`src/rtl/tdm_demux_if.sv`:
```
// tdm_demux_if: slot-stream and frame-output bundle for the TDM demultiplexer.
//   d, valid_in, sof        slot stream from the link (driven by master)
//   y, frame_valid,         captured frame and status pulses (driven by slave)
//   frame_err, s
interface tdm_demux_if #(
  parameter int CHANNELS = 4,
  parameter int WIDTH    = 1,
  parameter int CNT_W    = 2
);
  logic [WIDTH-1:0]          d;
  logic                      valid_in;
  logic                      sof;
  logic [CHANNELS*WIDTH-1:0] y;
  logic                      frame_valid;
  logic                      frame_err;
  logic [CNT_W-1:0]          s;

  modport master (
    output d, valid_in, sof,
    input  y, frame_valid, frame_err, s
  );

  modport slave (
    input  d, valid_in, sof,
    output y, frame_valid, frame_err, s
  );
endinterface

```
`src/rtl/tdm_demux.sv`:
```
// tdm_demux: receiving end of a TDM link. Collects CHANNELS consecutive slots,
// sof marking slot 0, into a shadow register and publishes the complete frame on y.
//   clk          rising-edge clock
//   rst_n        synchronous active-low reset
//   bus.d        slot data           bus.valid_in  slot strobe
//   bus.sof      start of frame      bus.y         last complete frame (ch i at y[i*WIDTH +: WIDTH])
//   bus.frame_valid  pulse: y updated on previous edge
//   bus.frame_err    pulse: short frame discarded
//   bus.s            index of next expected slot (0 when idle)
module tdm_demux #(
  parameter int CHANNELS = 4,
  parameter int WIDTH    = 1,
  parameter int CNT_W    = 2
) (
  input  logic       clk,
  input  logic       rst_n,
  tdm_demux_if.slave bus
);

  localparam int unsigned LAST = CHANNELS - 1;

  typedef enum logic {IDLE, RECV} state_t;

  state_t                    state_q, state_d;
  logic [CNT_W-1:0]          s_q, s_d;
  logic [CHANNELS*WIDTH-1:0] shadow_q, shadow_d;
  logic [CHANNELS*WIDTH-1:0] y_q, y_d;
  logic                      fv_q, fv_d;
  logic                      fe_q, fe_d;

  always_ff @(posedge clk) begin
    if (!rst_n) begin
      state_q  <= IDLE;
      s_q      <= '0;
      shadow_q <= '0;
      y_q      <= '0;
      fv_q     <= 1'b0;
      fe_q     <= 1'b0;
    end else begin
      state_q  <= state_d;
      s_q      <= s_d;
      shadow_q <= shadow_d;
      y_q      <= y_d;
      fv_q     <= fv_d;
      fe_q     <= fe_d;
    end
  end

  always_comb begin
    state_d  = state_q;
    s_d      = s_q;
    shadow_d = shadow_q;
    y_d      = y_q;
    fv_d     = 1'b0;
    fe_d     = 1'b0;
    unique case (state_q)
      IDLE: begin
        // Slots without sof while idle are stray tail slots; silently dropped.
        if (bus.valid_in && bus.sof) begin
          shadow_d[WIDTH-1:0] = bus.d;
          if (CHANNELS == 1) begin
            y_d[WIDTH-1:0] = bus.d;
            fv_d           = 1'b1;
          end else begin
            s_d     = CNT_W'(1);
            state_d = RECV;
          end
        end
      end
      RECV: begin
        if (bus.valid_in) begin
          if (bus.sof) begin
            // Early sof: abandon the partial frame, restart with this slot as slot 0.
            fe_d                = 1'b1;
            shadow_d[WIDTH-1:0] = bus.d;
            s_d                 = CNT_W'(1);
          end else if (s_q == CNT_W'(LAST)) begin
            // Last slot bypasses the shadow and goes straight into y.
            y_d                          = shadow_q;
            y_d[LAST*WIDTH +: WIDTH]     = bus.d;
            fv_d                         = 1'b1;
            s_d                          = '0;
            state_d                      = IDLE;
          end else begin
            for (int unsigned i = 1; i < LAST; i++) begin
              if (s_q == CNT_W'(i)) shadow_d[i*WIDTH +: WIDTH] = bus.d;
            end
            s_d = s_q + 1'b1;
          end
        end
      end
      default: begin
        state_d = IDLE;
        s_d     = '0;
      end
    endcase
  end

  assign bus.y           = y_q;
  assign bus.frame_valid = fv_q;
  assign bus.frame_err   = fe_q;
  assign bus.s           = s_q;

endmodule
```
`src/flat_wrapper.sv`:
```
// flat-port wrapper written by rule: the top's interface ports become plain ports
module tdm_demux_flat 
#(
  parameter int CHANNELS = 4,
  parameter int WIDTH    = 1,
  parameter int CNT_W    = 2
)
  (clk, rst_n, bus_d, bus_valid_in, bus_sof, bus_y, bus_frame_valid, bus_frame_err, bus_s);
  tdm_demux_if #(.CHANNELS(CHANNELS), .WIDTH(WIDTH), .CNT_W(CNT_W)) bus_i ();
  input  logic clk;
  input  logic rst_n;
  input wire logic [$bits(bus_i.d)-1:0] bus_d;
  input wire logic [$bits(bus_i.valid_in)-1:0] bus_valid_in;
  input wire logic [$bits(bus_i.sof)-1:0] bus_sof;
  output wire logic [$bits(bus_i.y)-1:0] bus_y;
  output wire logic [$bits(bus_i.frame_valid)-1:0] bus_frame_valid;
  output wire logic [$bits(bus_i.frame_err)-1:0] bus_frame_err;
  output wire logic [$bits(bus_i.s)-1:0] bus_s;
  assign bus_i.d = bus_d;
  assign bus_i.valid_in = bus_valid_in;
  assign bus_i.sof = bus_sof;
  assign bus_y = bus_i.y;
  assign bus_frame_valid = bus_i.frame_valid;
  assign bus_frame_err = bus_i.frame_err;
  assign bus_s = bus_i.s;
  tdm_demux #(.CHANNELS(CHANNELS), .WIDTH(WIDTH), .CNT_W(CNT_W)) u_core (.clk(clk), .rst_n(rst_n), .bus(bus_i));
endmodule
```
`config.mk`:
```
export PLATFORM = sky130hd
export DESIGN_NAME = tdm_demux_flat
export DESIGN_NICKNAME = d
export VERILOG_FILES = /design/src/rtl/tdm_demux_if.sv /design/src/rtl/tdm_demux.sv /design/src/flat_wrapper.sv
export SDC_FILE = /design/constraint.sdc
export NUM_CORES = 1
export LEC_CHECK = 0
export ABC_AREA = 1
export ABC_CLOCK_PERIOD_IN_PS = 3850
export CAP_MARGIN = 20
export CORE_AREA = 2 2 39 41
export CTS_CLUSTER_SIZE = 20
export DETAILED_ROUTE_END_ITERATION = 7
export DIE_AREA = 0 0 41 43
export DONT_BUFFER_PORTS = 1
export GPL_ROUTABILITY_DRIVEN = 0
export SETUP_SLACK_MARGIN = 0.02
export SYNTH_ARGS = -nofsm -noshare
export SYNTH_HDL_FRONTEND = slang
export SYNTH_SLANG_ARGS = --single-unit
```
`constraint.sdc`:
```
create_clock -name clk -period 3.85 [get_ports clk]
set_clock_uncertainty 0.2 [all_clocks]
set_input_delay 0.77 -clock clk [delete_from_list [all_inputs] [get_ports clk]]
set_output_delay 0.77 -clock clk [all_outputs]
set_load 0.005 [all_outputs]
```
==> results of run 1 <==
==> cell families after synthesis <==
| family | count (synthesis) | synth area share, % |
|---|---|---|
| simple gates | 38 | 30.11 |
| buf+inv | 13 | 9.194 |
| flops | 12 | 44.14 |
| compound gates | 8 | 7.355 |
| fa+ha+maj | 4 | 9.196 |
==> registers in the layout, summed over array words and instances, names as in the netlist <==
signal / count
u_core.bus.frame_err: 1
u_core.bus.frame_valid: 1
u_core.bus.s: 2
u_core.bus.y: 4
u_core.shadow_q: 3
u_core.state_q: 1
==> layout by cell type (no fill, tap or decap), drive strengths merged <==
cell type	instances
dfxtp	12
nand2	16
ha	4
nor2	16
nand4	1
inv	12
nand3	3
clkbuf	4
o21ai	3
a21oi	5
nor3	2
==> tightest hold or removal path: cells and delay by family (launching register included) <==
kind / cells / cell delay [ns]
AO/OA/AOI/OAI: 1 / 0.06
buffers and inverters: 1 / 0.06
flip-flops: 1 / 0.30
==> area by class of cell <==
type / instances / area, um^2 / area share (%)
Sequential cell: 12 / 240.2 / 40.34
Multi-Input combinational cell: 50 / 254.0 / 42.65
Tap cell: 16 / 20.02 / 3.361
Clock buffer: 4 / 36.28 / 6.092
Inverter: 12 / 45.04 / 7.563
==> power by group <==
part	leakage (nW)	total (mW)	internal, mW	switching, mW
clock	0.0210	0.0961	0.0574	0.0387
sequential	0.0974	0.130	0.127	0.00299
combinational	0.143	0.0132	0.00483	0.00836
==> path summary, 6_finish.rpt <==
check	start	end	depth (start not counted)
hold / removal	u_core.shadow_q[0]	u_core.shadow_q[0]	2
setup reg to reg	u_core.bus.s[1]	u_core.bus.y[0]	6
setup / recovery	u_core.bus.s[1]	bus_s[1]	0
hold reg to reg	u_core.shadow_q[0]	u_core.shadow_q[0]	2
==> layer usage <==
| layer | share of wire [%] | wire [um] | up-vias | global-route usage (%) |
|---|---|---|---|---|
| li1 | - | - | 236 | - |
| met1 | 49 | 451 | 191 | 16.88 |
| met2 | 41 | 381 | 12 | 14.69 |
| met3 | 8.5 | 79 | 2 | 5.759 |
| met4 | 1.1 | 10 | 0 | 8.000 |
| met5 | 0 | 0 | - | 0 |
==> metrics by stage <==
step / hold slack, ns / power [mW]
final: 0.2565 / 0.2391
after global routing: 0.3075 / 0.2527
after CTS: 0.2601 / 0.2433
after detailed placement: 0.2498 / 0.1460
after global placement: 0.2466 / 0.1457
after floorplan: 0.2292 / 0.1444
==> key figures, run 1 <==
Logic synthesis
  – Area leader, netlist: dfxtp_1
  – FF+latch count, synth: 12
  – Count leader, synth: nor2_1
  – Seq/Total Area, Yosys: 44.14%
  – Syn Nets: 84
  – Leading cell types by count after synthesis: 15 x nor2_1, 14 x nand2_1, 12 x dfxtp_1
  – Synth area leaders: dfxtp_1 44%, nor2_1 10%, nand2_1 9.7%
  – YS warnings: 0
  – Post-synth EDFFs: 0
  – Unique masters post-synth: 14
  – Commonest register cell after synthesis: dfxtp_1
  – Synth Area per Inst: 7.257 um^2
  – Synth top area share: 44.14%
  – FFs w/ async S/R, synth: 0%
  – Post-synthesis cell count: 75
  – Post-synthesis instance area: 544.3 um^2

Floorplan
  – # IOs: 13
  – Row cnt: 14
  – Die area: 1763 um^2
  – Initial core utilization: 39.33%
  – Die W: 41 um
  – Total core area: 1384 um^2
  – Die height: 43 um

Setup path
  – Critical path data arrival time: 0.72 ns
  – Worst Path Class, Setup: flip-flop to output port
  – Setup slack, reg-to-reg: 2.42 ns
  – Critical Path Sink Type: output port
  – Worst endpoint required time: 2.88 ns
  – Startpoint types: flip-flop
  – CP Max Fanout: 6

Timing
  – Final hold vios: 0
  – Min Tclk post-route: 1.689 ns
  – Fmax: 0.5922 GHz
  – RSZ-0062 raised after global routing: false
  – Tcrit/Tclk final: 43.86%
  – Setup violators final: 0
  – Rel. slew slack: 83.00%
  – Pins over their slew limit: 0
  – Setup_tns: 0 ns
  – Slew @ Worst Pin: 0.2540 ns
  – Final WS setup: 2.161 ns

Global routing
  – Largest net degree at the start of global routing: 11
  – Vias in the first global route: 351
  – Grt total ovfl: 0
  – Initial antenna violation count: 0
  – Gr usage total: 12.29%
  – First-pass GRT wire length: 1.428 mm

Power and ir drop
  – Power Density: 401.4 nW/um^2
  – VDD IR max: 171.2 uV
  – Leak: 0.2609 nW

Finish
  – Final core utilization: 43.04%
  – ANT cells: 0
  – Share of post-route cells with drive strength above 1: 10.26%
  – Final cell count without fillers: 94
  – Final Cell Area: 595.6 um^2
  – Area Overhead vs Synth: 9.425%
  – Final Net Count: 88
  – Fill cell count: 145

Clocking
  – CTS resizes: 0
  – Clock sink count: 12
  – Worst-Skew Late Latency: 0.26 ns
  – Setup bufs post-CTS: 0
  – Clock Tree Root: clkbuf_4
  – Clock slew at reported path FFs: 0.07 ns
  – Clock Path Buffers: 2
  – CTS HTree Levels: 1
  – CTS tree: yes
  – Post-CTS Hold Fix Bufs: 0
  – CTS Buf Count: 3

Place
  – Port Buffers: 0
  – Dpl cells: 90
  – Placed Area: 559.3 um^2
  – Final HPWL DP: 725.8 um
  – Dpl ws: 2.290 ns

Detailed routing
  – Final WL: 924 um
  – Vias: 441
  – DRC Markers: 0
  – WL per Instance: 9.830 um
  – 1st-iter DRT viols: 9
  – Post-DRT Antenna Nets: 0
  – DRT Pass-1 Iters: 4
  – Vias/cell: 4.691

Min path
  – HP Class: flip-flop to flip-flop

Run
  – # Max-Cap Violations: 0

Run status
  – Status: finished, final reports clean
Note: power is estimated with default switching activity, not from simulation.
==> run 2, diff against run 1 <==
Settings changed: ABC_CLOCK_PERIOD_IN_PS 3850 to 1400.
Clock period 3.85 ns to 1.4 ns, I/O delays scaled along.
==> run 2 against run 1 <==
Compared with the run above: first-iteration DRC count decreased by 33%; largest cell class unchanged; largest power group unchanged; power increased to 2.9 times the previous value; sequential power grew to 2.7 times the previous value.
==> key figures, run 2 (synthesized netlist as in run 1, its figures left out) <==
Clocking
  – Clock sink count: 12 (unchanged)
  – Worst-Skew Late Latency: 0.27 ns (about the same)
  – CTS tree: yes
  – Clock Path Buffers: 2 (unchanged)
  – CTS Buf Count: 3 (unchanged)
  – Setup bufs post-CTS: 0 (unchanged)
  – Clock slew at reported path FFs: 0.08 ns (about the same)
  – Clock Tree Root: clkbuf_4
  – CTS HTree Levels: 1 (unchanged)

Finish
  – Final Net Count: 97 (+10%)
  – Final Cell Area: 681.9 um^2 (+14%)
  – Fill cell count: 154 (+6.2%)
  – Final cell count without fillers: 103 (+9.6%)
  – Share of post-route cells with drive strength above 1: 16.09% (+5.8 points)
  – Final core utilization: 49.28% (+6.2 points)
  – Most frequent cells in the layout: 14 x nand2_1, 14 x nor2_1, 11 x inv_1, 10 x dfxtp_1, 6 x dlygate4sd3_1
  – ANT cells: 0 (unchanged)
  – Area Overhead vs Synth: 25.29%
  – Number of flip-flops in the largest register: 4 (unchanged)

Timing
  – Fmax: 0.7744 GHz
  – Slew @ Worst Pin: 0.2932 ns (+0.03918 ns)
  – Final WS setup: 0.1087 ns (-2.053 ns)
  – Pins over their slew limit: 0 (unchanged)
  – Setup violators final: 0 (unchanged)
  – Min Tclk post-route: 1.291 ns
  – Tcrit/Tclk final: 92.23%
  – RSZ-0062 raised after global routing: false
  – Rel. slew slack: 80.39% (-2.6 points)
  – Fin Hold WS: 0.01543 ns (-0.2411 ns)
  – Setup_tns: 0 ns (unchanged)
  – Final hold vios: 0 (unchanged)

Detailed routing
  – Final WL: 1.022 mm (+11%)
  – Post-DRT Antenna Nets: 0 (unchanged)
  – Vias/cell: 4.631 (-1.3%)
  – WL per Instance: 9.922 um (+0.94%)
  – 1st-iter DRT viols: 6 (-3)
  – Vias: 477 (+8.2%)
  – DRT Pass-1 Iters: 4 (unchanged)
  – DRC Markers: 0 (unchanged)

Setup path
  – CP Max Fanout: 5 (-1)
  – Critical path data arrival time: 1.26 ns (+0.54 ns)
  – Critical Path Sink Type: flip-flop
  – Worst endpoint required time: 1.37 ns (-1.51 ns)
  – Setup slack, reg-to-reg: 0.11 ns (-2.31 ns)
  – Reg2Reg Depth: 8 (+2)
  – Startpoint types: flip-flop
  – Worst Path Class, Setup: flip-flop to flip-flop
  – R2R Path End: u_core.shadow_q[1]
  – Launching point of the worst reg2reg path: u_core.bus.s[1]

Global routing
  – Gr usage total: 12.50% (+0.21 points)
  – Vias in the first global route: 382 (+8.8%)
  – Initial antenna violation count: 0 (unchanged)
  – First-pass GRT wire length: 1.538 mm (+7.7%)
  – Largest net degree at the start of global routing: 11 (unchanged)
  – Grt total ovfl: 0 (unchanged)

Floorplan
  – Total core area: 1384 um^2 (unchanged)
  – Row cnt: 14 (unchanged)
  – # IOs: 13 (unchanged)
  – Die height: 43 um (unchanged)
  – Die W: 41 um (unchanged)
  – Initial core utilization: 39.33% (unchanged)
  – Die area: 1763 um^2 (unchanged)

Min path
  – HP Start: bus_valid_in
  – HP Class: input pin to flip-flop
  – Hold worst-path end: u_core.bus.frame_err
  – Worst Hold Depth: 2 (unchanged)

Place
  – Dpl ws: 0.005561 ns (-2.284 ns)
  – Dpl cells: 92 (+2.2%)
  – Final HPWL DP: 698.1 um (-3.8%)
  – Port Buffers: 0 (unchanged)
  – Placed Area: 574.3 um^2 (+2.7%)

Run status
  – Status: finished, final reports clean

Power and ir drop
  – Leak: 0.2983 nW (+14%)
  – VDD IR max: 466.0 uV (+170%)
  – Power Density: 1011 nW/um^2 (+150%)
  – Total power: 689.6 uW (+190%)

Run
  – # Max-Cap Violations: 0 (unchanged)
run 2: changes by cell type in the layout (fill, tap and decap cells not counted):
| cell | delta |
|---|---|
| dfxtp_2 | +2 |
| buf_4 | +2 |
| nor2_2 | +2 |
| dfxtp_1 | -2 |
| dlygate4sd3_1 | +6 |
| nor2_1 | -1 |
run 2: how the worst max path moves through the flow:
stage          slack, ns  cells after the start             from                  to
2_1_floorplan        0.1                      6  u_core.bus.s[0]     u_core.bus.y[0]
3_3_place_gp        0.05                      6  u_core.bus.s[0]     u_core.bus.y[1]
3_5_place_dp       0.006                      6  u_core.bus.s[0]     u_core.bus.y[2]
4_1_cts             0.02                      6  u_core.bus.s[1]     u_core.bus.y[2]
5_1_grt             0.03                      8  u_core.bus.s[1]  u_core.shadow_q[1]
6_report            0.11                      8  u_core.bus.s[1]  u_core.shadow_q[1]
run 2: where the power goes:
group	internal, mW	leakage (nW)	switching (mW)
sequential	0.349	0.0982	0.00774
combinational	0.0280	0.179	0.0306
clock	0.158	0.0210	0.116
run 2: critical path: stages (launching register included):
cell     delay, ns
dfxtp_2       0.35
buf_4         0.14
inv_1         0.05
ha_1          0.13
inv_1         0.04
nor2_2        0.11
nand3_1       0.07
nand2_1       0.06
nor2_1        0.04
run 2: repair_timing:
action	CTS	global route
hold endpoints to repair	12	8
resized for setup	1	2
hold buffers	5	1
endpoints found under the setup margin	4	5
pin swaps	0	1
gates cloned	0	1
run 2: routing by layer:
layer | up-vias | GRT usage, % | part of all wire (%)
met5 | - | 0 | 0
met4 | 0 | 4.000 | 0
met3 | 0 | 6.806 | 9.1
met2 | 21 | 16.25 | 45
met1 | 201 | 17.26 | 46
li1 | 255 | - | -
run 2: cell type report:
cell class	count	area [um^2]	area share, %
Tap cell	16	20.02	2.936
Clock buffer	4	36.28	5.321
Inverter	12	45.04	6.606
Multi-Input combinational cell	51	262.8	38.53
Timing Repair Buffer	8	75.07	11.01
Sequential cell	12	242.7	35.60
==> run 3, diff against run 2 <==
Settings changed: CAP_MARGIN 20 to default.
==> results of run 3 <==
Final layout, timing and power as in run 2 (identical DEF).
